--- src/rtl/dmem_pkg.sv ---
// rtl/dmem_pkg.sv - funct3, cause and state definitions shared by the dmem_lsu slice
package dmem_pkg;

    localparam logic [2:0] F3_B  = 3'b000;
    localparam logic [2:0] F3_H  = 3'b001;
    localparam logic [2:0] F3_W  = 3'b010;
    localparam logic [2:0] F3_D  = 3'b011;
    localparam logic [2:0] F3_BU = 3'b100;
    localparam logic [2:0] F3_HU = 3'b101;
    localparam logic [2:0] F3_WU = 3'b110;

    localparam logic [1:0] CAUSE_OK       = 2'b00;
    localparam logic [1:0] CAUSE_MISALIGN = 2'b01;
    localparam logic [1:0] CAUSE_ILLEGAL  = 2'b10;
    localparam logic [1:0] CAUSE_OOB      = 2'b11;

    typedef enum logic [1:0] {
        IDLE = 2'd0,
        WAIT = 2'd1,
        RESP = 2'd2
    } state_t;

    // size_log2 is funct3[1:0]: 0 byte, 1 half, 2 word, 3 double
    function automatic logic misaligned(input logic [1:0] size_log2, input logic [2:0] addr_lo);
        case (size_log2)
            2'b01:   return addr_lo[0];
            2'b10:   return |addr_lo[1:0];
            2'b11:   return |addr_lo;
            default: return 1'b0;
        endcase
    endfunction

endpackage

--- src/rtl/dmem_lsu_if.sv ---
// rtl/dmem_lsu_if.sv - request/response bundle between the MEM stage and dmem_lsu
interface dmem_lsu_if #(
    parameter int DATA_WIDTH = 32,
    parameter int ADDR_WIDTH = 32
);
    logic                  req_valid;
    logic                  req_ready;
    logic                  req_we;
    logic [2:0]            req_funct3;
    logic [ADDR_WIDTH-1:0] req_addr;
    logic [DATA_WIDTH-1:0] req_wdata;
    logic                  rsp_valid;
    logic                  rsp_ready;
    logic [DATA_WIDTH-1:0] rsp_rdata;
    logic                  rsp_fault;
    logic [1:0]            rsp_cause;

    modport master (
        output req_valid, req_we, req_funct3, req_addr, req_wdata, rsp_ready,
        input  req_ready, rsp_valid, rsp_rdata, rsp_fault, rsp_cause
    );

    modport slave (
        input  req_valid, req_we, req_funct3, req_addr, req_wdata, rsp_ready,
        output req_ready, rsp_valid, rsp_rdata, rsp_fault, rsp_cause
    );
endinterface

--- src/rtl/dmem_lane_align.sv ---
// rtl/dmem_lane_align.sv - byte-lane steering for stores and extraction/extension for loads
module dmem_lane_align
    import dmem_pkg::*;
#(
    parameter int DATA_WIDTH = 32,
    parameter int OFF        = $clog2(DATA_WIDTH / 8)
) (
    input  logic [OFF-1:0]          byte_off,
    input  logic [2:0]              funct3,
    input  logic [DATA_WIDTH-1:0]   wdata,
    input  logic [DATA_WIDTH-1:0]   rword,
    output logic [DATA_WIDTH/8-1:0] wbe,
    output logic [DATA_WIDTH-1:0]   wdata_sh,
    output logic [DATA_WIDTH-1:0]   rdata_ext
);
    localparam int NB = DATA_WIDTH / 8;

    logic [OFF+2:0]        bit_off;
    logic [DATA_WIDTH-1:0] rshift;

    assign bit_off  = {byte_off, 3'b000};
    assign wdata_sh = wdata << bit_off;
    assign rshift   = rword >> bit_off;

    // enable the 2^size lanes starting at the byte offset
    always_comb begin
        wbe = '0;
        for (int i = 0; i < NB; i++) begin
            if ((i >= int'(byte_off)) && (i < int'(byte_off) + (1 << funct3[1:0]))) begin
                wbe[i] = 1'b1;
            end
        end
    end

    // pick the low bytes of the shifted word and sign- or zero-extend them
    always_comb begin
        rdata_ext = rshift;
        case (funct3)
            F3_B:    rdata_ext = DATA_WIDTH'($signed(rshift[7:0]));
            F3_H:    rdata_ext = DATA_WIDTH'($signed(rshift[15:0]));
            F3_W:    rdata_ext = DATA_WIDTH'($signed(rshift[31:0]));
            F3_BU:   rdata_ext = DATA_WIDTH'(rshift[7:0]);
            F3_HU:   rdata_ext = DATA_WIDTH'(rshift[15:0]);
            F3_WU:   rdata_ext = DATA_WIDTH'(rshift[31:0]);
            default: rdata_ext = rshift;
        endcase
    end
endmodule

--- src/rtl/dmem_lsu.sv ---
// rtl/dmem_lsu.sv - handshaked data memory for the MEM stage; DMEM_OOB_FAULT_EN enables out-of-range faults
module dmem_lsu
    import dmem_pkg::*;
#(
    parameter int DATA_WIDTH = 32,
    parameter int ADDR_WIDTH = 32,
    parameter int DEPTH      = 64,
    parameter int RD_LATENCY = 1
) (
    input logic       clk,
    input logic       rst_n,
    dmem_lsu_if.slave bus
);
    localparam int         NB        = DATA_WIDTH / 8;
    localparam int         OFF       = $clog2(NB);
    localparam int         IDX_W     = $clog2(DEPTH);
    localparam logic [2:0] WAIT_LOAD = 3'(RD_LATENCY - 1);

    state_t                state;
    logic [2:0]            wait_cnt;
    logic [DATA_WIDTH-1:0] pend_rdata;
    logic                  req_ready_q;
    logic                  rsp_valid_q;
    logic [DATA_WIDTH-1:0] rsp_rdata_q;
    logic                  rsp_fault_q;
    logic [1:0]            rsp_cause_q;

    logic [DATA_WIDTH-1:0] mem [DEPTH];

    logic                  accept;
    logic [IDX_W-1:0]      idx;
    logic                  illegal;
    logic                  misalign;
    logic                  oob;
    logic                  fault;
    logic [1:0]            cause;
    logic [NB-1:0]         wbe;
    logic [DATA_WIDTH-1:0] wdata_sh;
    logic [DATA_WIDTH-1:0] rdata_ext;

    assign accept   = bus.req_valid && req_ready_q;
    assign idx      = bus.req_addr[OFF +: IDX_W];
    assign misalign = misaligned(bus.req_funct3[1:0], bus.req_addr[2:0]);

`ifdef DMEM_OOB_FAULT_EN
    assign oob = |bus.req_addr[ADDR_WIDTH-1:OFF+IDX_W];
`else
    // upper address bits are ignored: the index wraps modulo DEPTH
    logic unused_addr_hi;
    assign unused_addr_hi = |bus.req_addr[ADDR_WIDTH-1:OFF+IDX_W];
    assign oob            = 1'b0;
`endif

    assign fault = illegal || misalign || oob;

    // funct3 legality depends on direction and on whether doublewords exist
    always_comb begin
        illegal = 1'b0;
        case (bus.req_funct3)
            F3_B, F3_H, F3_W: illegal = 1'b0;
            F3_BU, F3_HU:     illegal = bus.req_we;
            F3_D:             illegal = (DATA_WIDTH != 64);
            F3_WU:            illegal = bus.req_we || (DATA_WIDTH != 64);
            default:          illegal = 1'b1;
        endcase
    end

    // highest-priority fault wins the cause code
    always_comb begin
        cause = CAUSE_OK;
        if (illegal) begin
            cause = CAUSE_ILLEGAL;
        end else if (misalign) begin
            cause = CAUSE_MISALIGN;
        end else if (oob) begin
            cause = CAUSE_OOB;
        end
    end

    dmem_lane_align #(
        .DATA_WIDTH (DATA_WIDTH),
        .OFF        (OFF)
    ) u_align (
        .byte_off  (bus.req_addr[OFF-1:0]),
        .funct3    (bus.req_funct3),
        .wdata     (bus.req_wdata),
        .rword     (mem[idx]),
        .wbe       (wbe),
        .wdata_sh  (wdata_sh),
        .rdata_ext (rdata_ext)
    );

    // byte-enabled store commits on the accepting edge; contents are never reset
    always_ff @(posedge clk) begin
        if (accept && bus.req_we && !fault) begin
            for (int b = 0; b < NB; b++) begin
                if (wbe[b]) begin
                    mem[idx][8*b +: 8] <= wdata_sh[8*b +: 8];
                end
            end
        end
    end

    // one-outstanding FSM: load data is captured at acceptance, delayed in WAIT, held in RESP
    always_ff @(posedge clk or negedge rst_n) begin
        if (!rst_n) begin
            state       <= IDLE;
            wait_cnt    <= '0;
            pend_rdata  <= '0;
            req_ready_q <= 1'b0;
            rsp_valid_q <= 1'b0;
            rsp_rdata_q <= '0;
            rsp_fault_q <= 1'b0;
            rsp_cause_q <= CAUSE_OK;
        end else begin
            case (state)
                IDLE: begin
                    if (accept) begin
                        req_ready_q <= 1'b0;
                        if (!bus.req_we && !fault && (RD_LATENCY > 1)) begin
                            state      <= WAIT;
                            wait_cnt   <= WAIT_LOAD;
                            pend_rdata <= rdata_ext;
                        end else begin
                            state       <= RESP;
                            rsp_valid_q <= 1'b1;
                            rsp_rdata_q <= (bus.req_we || fault) ? '0 : rdata_ext;
                            rsp_fault_q <= fault;
                            rsp_cause_q <= cause;
                        end
                    end else begin
                        req_ready_q <= 1'b1;
                    end
                end
                WAIT: begin
                    if (wait_cnt == 3'd1) begin
                        state       <= RESP;
                        rsp_valid_q <= 1'b1;
                        rsp_rdata_q <= pend_rdata;
                        rsp_fault_q <= 1'b0;
                        rsp_cause_q <= CAUSE_OK;
                    end else begin
                        wait_cnt <= wait_cnt - 3'd1;
                    end
                end
                RESP: begin
                    if (bus.rsp_ready) begin
                        state       <= IDLE;
                        req_ready_q <= 1'b1;
                        rsp_valid_q <= 1'b0;
                        rsp_rdata_q <= '0;
                        rsp_fault_q <= 1'b0;
                        rsp_cause_q <= CAUSE_OK;
                    end
                end
                default: state <= IDLE;
            endcase
        end
    end

    assign bus.req_ready = req_ready_q;
    assign bus.rsp_valid = rsp_valid_q;
    assign bus.rsp_rdata = rsp_rdata_q;
    assign bus.rsp_fault = rsp_fault_q;
    assign bus.rsp_cause = rsp_cause_q;
endmodule

--- src/flat_wrapper.sv ---
// flat-port wrapper written by rule: the top's interface ports become plain ports
module dmem_lsu_flat import dmem_pkg::*;
#(
    parameter int DATA_WIDTH = 32,
    parameter int ADDR_WIDTH = 32,
    parameter int DEPTH      = 64,
    parameter int RD_LATENCY = 1
)
  (clk, rst_n, bus_req_valid, bus_req_we, bus_req_funct3, bus_req_addr, bus_req_wdata, bus_rsp_ready, bus_req_ready, bus_rsp_valid, bus_rsp_rdata, bus_rsp_fault, bus_rsp_cause);
  dmem_lsu_if #(.DATA_WIDTH(DATA_WIDTH), .ADDR_WIDTH(ADDR_WIDTH)) bus_i ();
  input logic clk;
  input logic rst_n;
  input wire logic [$bits(bus_i.req_valid)-1:0] bus_req_valid;
  input wire logic [$bits(bus_i.req_we)-1:0] bus_req_we;
  input wire logic [$bits(bus_i.req_funct3)-1:0] bus_req_funct3;
  input wire logic [$bits(bus_i.req_addr)-1:0] bus_req_addr;
  input wire logic [$bits(bus_i.req_wdata)-1:0] bus_req_wdata;
  input wire logic [$bits(bus_i.rsp_ready)-1:0] bus_rsp_ready;
  output wire logic [$bits(bus_i.req_ready)-1:0] bus_req_ready;
  output wire logic [$bits(bus_i.rsp_valid)-1:0] bus_rsp_valid;
  output wire logic [$bits(bus_i.rsp_rdata)-1:0] bus_rsp_rdata;
  output wire logic [$bits(bus_i.rsp_fault)-1:0] bus_rsp_fault;
  output wire logic [$bits(bus_i.rsp_cause)-1:0] bus_rsp_cause;
  assign bus_i.req_valid = bus_req_valid;
  assign bus_i.req_we = bus_req_we;
  assign bus_i.req_funct3 = bus_req_funct3;
  assign bus_i.req_addr = bus_req_addr;
  assign bus_i.req_wdata = bus_req_wdata;
  assign bus_i.rsp_ready = bus_rsp_ready;
  assign bus_req_ready = bus_i.req_ready;
  assign bus_rsp_valid = bus_i.rsp_valid;
  assign bus_rsp_rdata = bus_i.rsp_rdata;
  assign bus_rsp_fault = bus_i.rsp_fault;
  assign bus_rsp_cause = bus_i.rsp_cause;
  dmem_lsu #(.DATA_WIDTH(DATA_WIDTH), .ADDR_WIDTH(ADDR_WIDTH), .DEPTH(DEPTH), .RD_LATENCY(RD_LATENCY)) u_core (.clk(clk), .rst_n(rst_n), .bus(bus_i));
endmodule
--- config.mk ---
export PLATFORM = sky130hd
export DESIGN_NAME = dmem_lsu_flat
export DESIGN_NICKNAME = d
export VERILOG_FILES = /design/src/rtl/dmem_pkg.sv /design/src/rtl/dmem_lsu_if.sv /design/src/rtl/dmem_lane_align.sv /design/src/rtl/dmem_lsu.sv /design/src/flat_wrapper.sv
export SDC_FILE = /design/constraint.sdc
export NUM_CORES = 2
export LEC_CHECK = 0
export CAP_MARGIN = 20
export CORE_MARGIN = 3
export CORE_UTILIZATION = 43
export DETAILED_ROUTE_END_ITERATION = 6
export GPL_TIMING_DRIVEN = 1
export PLACE_DENSITY_LB_ADDON = 0.1
export REMOVE_ABC_BUFFERS = 1
export SLEW_MARGIN = 5
export SYNTH_ARGS = -nofsm -noshare
export SYNTH_HDL_FRONTEND = slang
export SYNTH_SLANG_ARGS = --single-unit
--- constraint.sdc ---
create_clock -name clk -period 7 [get_ports clk]
set_input_delay 1.4 -clock clk [delete_from_list [all_inputs] [get_ports clk]]
set_output_delay 1.4 -clock clk [all_outputs]
set_load 0.005 [all_outputs]
* Word-level counts from Yosys, hierarchy flattened *
Memories as Yosys holds them, arrays and structs flattened.
Cells that the tools add are included.

operators by class
  div/mod/pow operators = 0
  bitwise gates (word level) = 1
  reductions and logical operators = 21
  equality and inequality tests = 13
  magnitude comparators = 7
  shifts and indexed selects = 3
  $mul = 0
  mux-type cells = 43
  add/subtract/negate cells = 2

operator list
  kind                    count
  $mux W32                4
  $pmux W32 S4            1
  $pmux W32 S3            1
  $lt A3 B32 Y1 const A   2
  $add A3 B32 Y32         1
  $lt A1 B32 Y1 const A   1
  $lt A2 B32 Y1 const A   1
  $shl A1 B2 Y32 const A  1
  $shl A32 B5 Y32         1
  $shr A32 B5 Y32         1
  $mux W1                 24
  $mux W2                 6
  $pmux W2 S3             2
  $pmux W1 S3             3
  $eq A2 B2 Y1 const B    3
  $eq A3 B1 Y1 const B    2
  $eq A3 B3 Y1 const B    2
  $logic_and A1 B1 Y1     6
  $reduce_or A3 Y1        2
  $eq A2 B1 Y1 const B    2
  $ge A1 B2 Y1 const A    2
  $ne A2 B1 Y1 const B    2
  $pmux W1 S2             2
  $reduce_and A2 Y1       2
  14 further kinds        16

word-level totals
  ROM bits = 0
  memories = 1
  RAM bits = 2,048
  bits in latches = 0
  input port bits = 72
  output and inout port bits = 37
  bits in registers = 42
  logic and storage cells = 98

memory list
  name        depth  width  rd ports  clocked after memory_dff  write ports  RTL line        text
  u_core.mem  64     32     1         0                         1            dmem_lsu.sv:28  logic [DATA_WIDTH-1:0] mem [DEPTH];

* Logic depth before layout (Yosys ltp) *
  depth after elaboration = 8
  mapped depth = 17
  gate-level depth less buffers = 9

* By module *
From an unflattened synthesis, not the netlist that was laid out.

unflattened totals
  cells, all modules = 4,871
  area total of the unflattened synthesis = 81,989.9 µm²

by module, submodules not included
  module           area each (µm²)  cells an instance  sequential area each (µm²)  times used
  dmem_lsu         80,509.7         4,660              62,424.9                    1
  dmem_lane_align  1,480.2          211                0.0                         1

* Worst setup path after synthesis *
OpenSTA, ideal clock, no wires.

  kind = input-to-reg
  from = input port bus_req_addr[0]
  to = memory u_core.mem[0][16], data pin
  setup slack = 1.244 ns
  stages = 5
  arrival = 5.054 ns
  required time = 6.298 ns
  library setup time = 0.702 ns
  path buffers = 3
  cell sequence = clkbuf_1 clkbuf_1 clkbuf_1 mux2i_1 o21ai_0

on the way
  longest elaborated chain between the ends = 1

ends and longest elaborated chain
  element                                RTL line               text
  start: declaration                     flat_wrapper.sv:16     input wire logic [$bits(bus_i.req_addr)-1:0] bus_req_addr;
  $shl A32 B5 Y32                        dmem_lane_align.sv:22  assign wdata_sh = wdata << bit_off;
  named net u_core.u_align.wdata_sh[16]  dmem_lane_align.sv:13  output logic [DATA_WIDTH-1:0] wdata_sh,
  end: declaration                       dmem_lsu.sv:28

The timed path passes the listed nets, and every way through them passes these cells.

* Worst setup path after layout *
  from = input port bus_req_addr[6]
  to = register u_core.rsp_rdata_q[27] (netlist: u_core.bus.rsp_rdata[27])

on the way
  longest elaborated chain between the ends = 6

ends and longest elaborated chain
  element                 RTL line               text
  $mem_v2 Z64 W32         -
  $shr A32 B5 Y32         dmem_lane_align.sv:23  assign rshift = rword >> bit_off;
  $pmux W32 S4            dmem_lane_align.sv:38  case (funct3)
  $mux W32                dmem_lsu.sv:127        rsp_rdata_q <= (bus.req_we || fault) ? '0 : rdata_ext;
  $mux W32                dmem_lsu.sv:118        if (accept) begin
  $pmux W32 S3            dmem_lsu.sv:116        case (state)
  end signal: assignment  dmem_lsu.sv:127
  end signal: assignment  dmem_lsu.sv:139        rsp_rdata_q <= pend_rdata;
  end: declaration        dmem_lsu.sv:24         logic [DATA_WIDTH-1:0] rsp_rdata_q;

Every way passes these cells. The select of a mux whose other input is x is not followed.
A chain may end at the register's enable or synchronous reset.

==> run summary <==
status - finished with violations
failing checks - DRC
Synth area leader - edfxtp_1
DRT iter0 DRCs - 6,996
Synth top area share - 76.45%
Core Rows - 158
class of the most critical setup path - input pin to flop
flops & latches, synth - 2,085
Post-Route WL - 287,700 um
clock sink count - 2,085
Die Ht - 438.5 um
Cells after Synth - 4,701
antenna violations before repair - 21
DR vias/cell - 6.343
Pleak - 29.27 nW
Placer Congestion - 0.8747
Critical Path Start - bus_req_addr[6]
DRT Pass-1 Iters - 7
via count of the routed design - 48,220
crit path launch type - input pin
Filler cells - 15,560
async set-reset flop share out of synthesis - 1.775%
fin crit period - 5.365 ns
CP required - 7.77 ns
DRC - 1
Synthesis Warnings - 32
share of cells above drive strength 1 - 15.61%
Hold Crit Start - u_core.bus.rsp_rdata[0]
Yosys cell types - 79
CP Data Arrival Time - 6.13 ns
Worst-Margin Slew - 1.213 ns
Die W - 438.5 um
post-DP HPWL - 181,200 um
Highest Clock Rate - 186.4 MHz
CTS tree - done
Slew Viols, Final - 0
Final setup viols - 0
wire per inst - 37.85 um
R2R Path End - u_core.bus.rsp_rdata[29]
core box area - 185,600 um^2
footprint of the multi-input gates - 16,920 um^2
worst-path fanout max - 24
Mapped Area - 80,450 um^2
largest net degree at the start of global routing - 85
gr usage total - 29.50%
worst hold path type - flop to flop
Worst Setup EP - u_core.bus.rsp_rdata[27]
Setup Skew - 0.02866 ns
grt ovf - 0
clock transition at the registers of the reported paths - 0.06 ns
Initial Utilization - 43.34%
Post-CTS Hold Buffers - 0
EDFF count, synth - 2,048
total number of H-tree levels - 4
pwr/cell area - 287.0 nW/um^2
final-stage net count - 5,014
Final ANT Viol Nets - 0
# IOs - 109
Max-slew headroom - 19.13%
Synth area leaders - edfxtp_1 (76%), a22oi_1 (3.2%), mux2i_1 (2.4%)
Final period util - 76.65%
Reg2Reg Depth - 9
r2r setup slk - 3.07 ns
Finished Layout Cells - 7,603
Top FF cell, synth - edfxtp_1
P&R area growth vs syn - 14.73%
Post-CTS Setup Bufs - 0
I/O Buffers - 84
final hold vios - 0
Max IR drop VDD - 245.9 uV
post-cts sizing count - 0
vias in the first global route - 46,180
Seq. cell area - 62,420 um^2
total CTS buffers - 212
die area - 192,300 um^2
average cell area after synthesis - 17.11 um^2
post-synthesis sequential area ratio - 77.60%
WHS - 0.4807 ns
Cells after DPL - 7,201
Worst Setup End Kind - flop
Clock Latency Late Sink - 0.85 ns
maximum clock path buffer count - 3
first-pass GRT wire length - 391,300 um
RSZ-0062 raised after global routing - no
start of the worst register-to-register path - u_core.mem[33][31]
root buf cell - clkbuf_16
max-cap violation count - 0
[metrics by stage]
step / setup slack (ns) / total power, mW / setup TNS [ns] / instance area (um^2) / util, %
6_report: 1.635 / 26.49 / 0 / 92300 / 49.72
5_1_grt: 1.825 / 27.13 / 0 / 92280 / 49.71
4_1_cts: 1.947 / 26.58 / 0 / 92190 / 49.66
3_5_place_dp: 1.065 / 15.85 / 0 / 85640 / 46.14
3_3_place_gp: 1.133 / 15.83 / 0 / 85620 / 46.12
2_1_floorplan: -1.917 / 14.80 / -1246.44 / 78980 / -
[cell families (layout without fill, tap and decap cells)]
group           Yosys count  count (layout)  share of synthesized area, %
compound gates         1149            1149                         10.41
fa+ha+maj                 3               3                       0.05599
buf+inv                 339             751                         1.865
flops                  2085            2085                         77.60
mux                     367             367                         5.954
other cells               0              10                             0
simple gates            758             758                         4.121
[worst max-delay path, cell delays in order]
cell,delay (ns)
buf_2,0.61
nand2b_1,0.54
nor2_2,1.04
a211oi_1,0.28
a31oi_1,0.44
nor3_1,0.21
a31oi_1,0.54
o2111a_1,0.50
a311o_4,0.33
a221o_1,0.16
[synth_stat cells (all sizes together) (7+ instances only)]
cell type / number
edfxtp: 2048
nor2: 359
a22oi: 340
nand2: 210
mux2i: 195
a21oi: 168
clkbuf: 166
buf: 165
a221oi: 137
o21ai: 128
mux2: 93
mux4: 79
a31oi: 55
a221o: 50
a22o: 48
dfrtp: 37
a222oi: 36
o22ai: 36
nand4: 30
o211ai: 28
nand3: 27
nor3: 27
a211oi: 23
nor2b: 16
a41oi: 15
and2: 14
nor4: 14
and3: 12
o2bb2ai: 12
inv: 8
nand2b: 8
a211o: 7
nand3b: 7
o221ai: 7
[sequential cells by signal (all words and copies together), names as in the netlist]
signal                count
u_core.bus.req_ready      1
u_core.bus.rsp_cause      2
u_core.bus.rsp_fault      1
u_core.bus.rsp_rdata     32
u_core.mem             2048
u_core.state              1
[worst min-delay path by stage]
stage	cells after the start	slack, ns	endpoint
finish	2	0.48	u_core.bus.rsp_rdata[0]
global route	2	0.51	u_core.bus.rsp_rdata[0]
CTS	2	0.49	u_core.bus.rsp_rdata[0]
detailed placement	2	0.48	u_core.bus.rsp_rdata[0]
global placement	2	0.47	u_core.bus.rsp_rdata[0]
floorplan	2	0.46	u_core.bus.rsp_rdata[0]
[placed cells by master (no fill, tap or decap), types with 58 or more instances in the layout]
cell type	n
a21oi_1	159
a221oi_1	135
a22oi_1	340
buf_4	242
clkbuf_16	214
clkdlybuf4s50_1	75
clkinv_1	58
edfxtp_1	2048
mux2_2	88
mux2i_1	195
mux4_2	76
nand2_1	208
nor2_1	345
o21ai_0	114
[per-layer routing]
layer / up-vias / share of wire [%] / GRT usage, %
li1: 19700 / - / -
met1: 25350 / 39 / 39.82
met2: 2584 / 45 / 44.85
met3: 574 / 9.4 / 6.897
met4: 12 / 5.7 / 14.89
met5: - / 0.083 / 0.6048
[layout make-up]
cell class / count / share of cell area (%)
sequential: 2085 / 67.63
multi-input combinational: 2277 / 18.33
clock buffer: 265 / 6.020
timing repair buffer: 355 / 3.518
tap: 2480 / 3.362
clock inverter: 123 / 1.068
inverter: 8 / 0.03796
antenna: 10 / 0.02711
[where the power goes]
part           switching (mW)  internal [mW]  total [mW]
clock network            4.77           6.11        10.9
registers              0.0318           13.8        13.8
logic                    1.29          0.476        1.76
total                    6.09           20.4        26.5
Power figures use the tool's default switching activity.
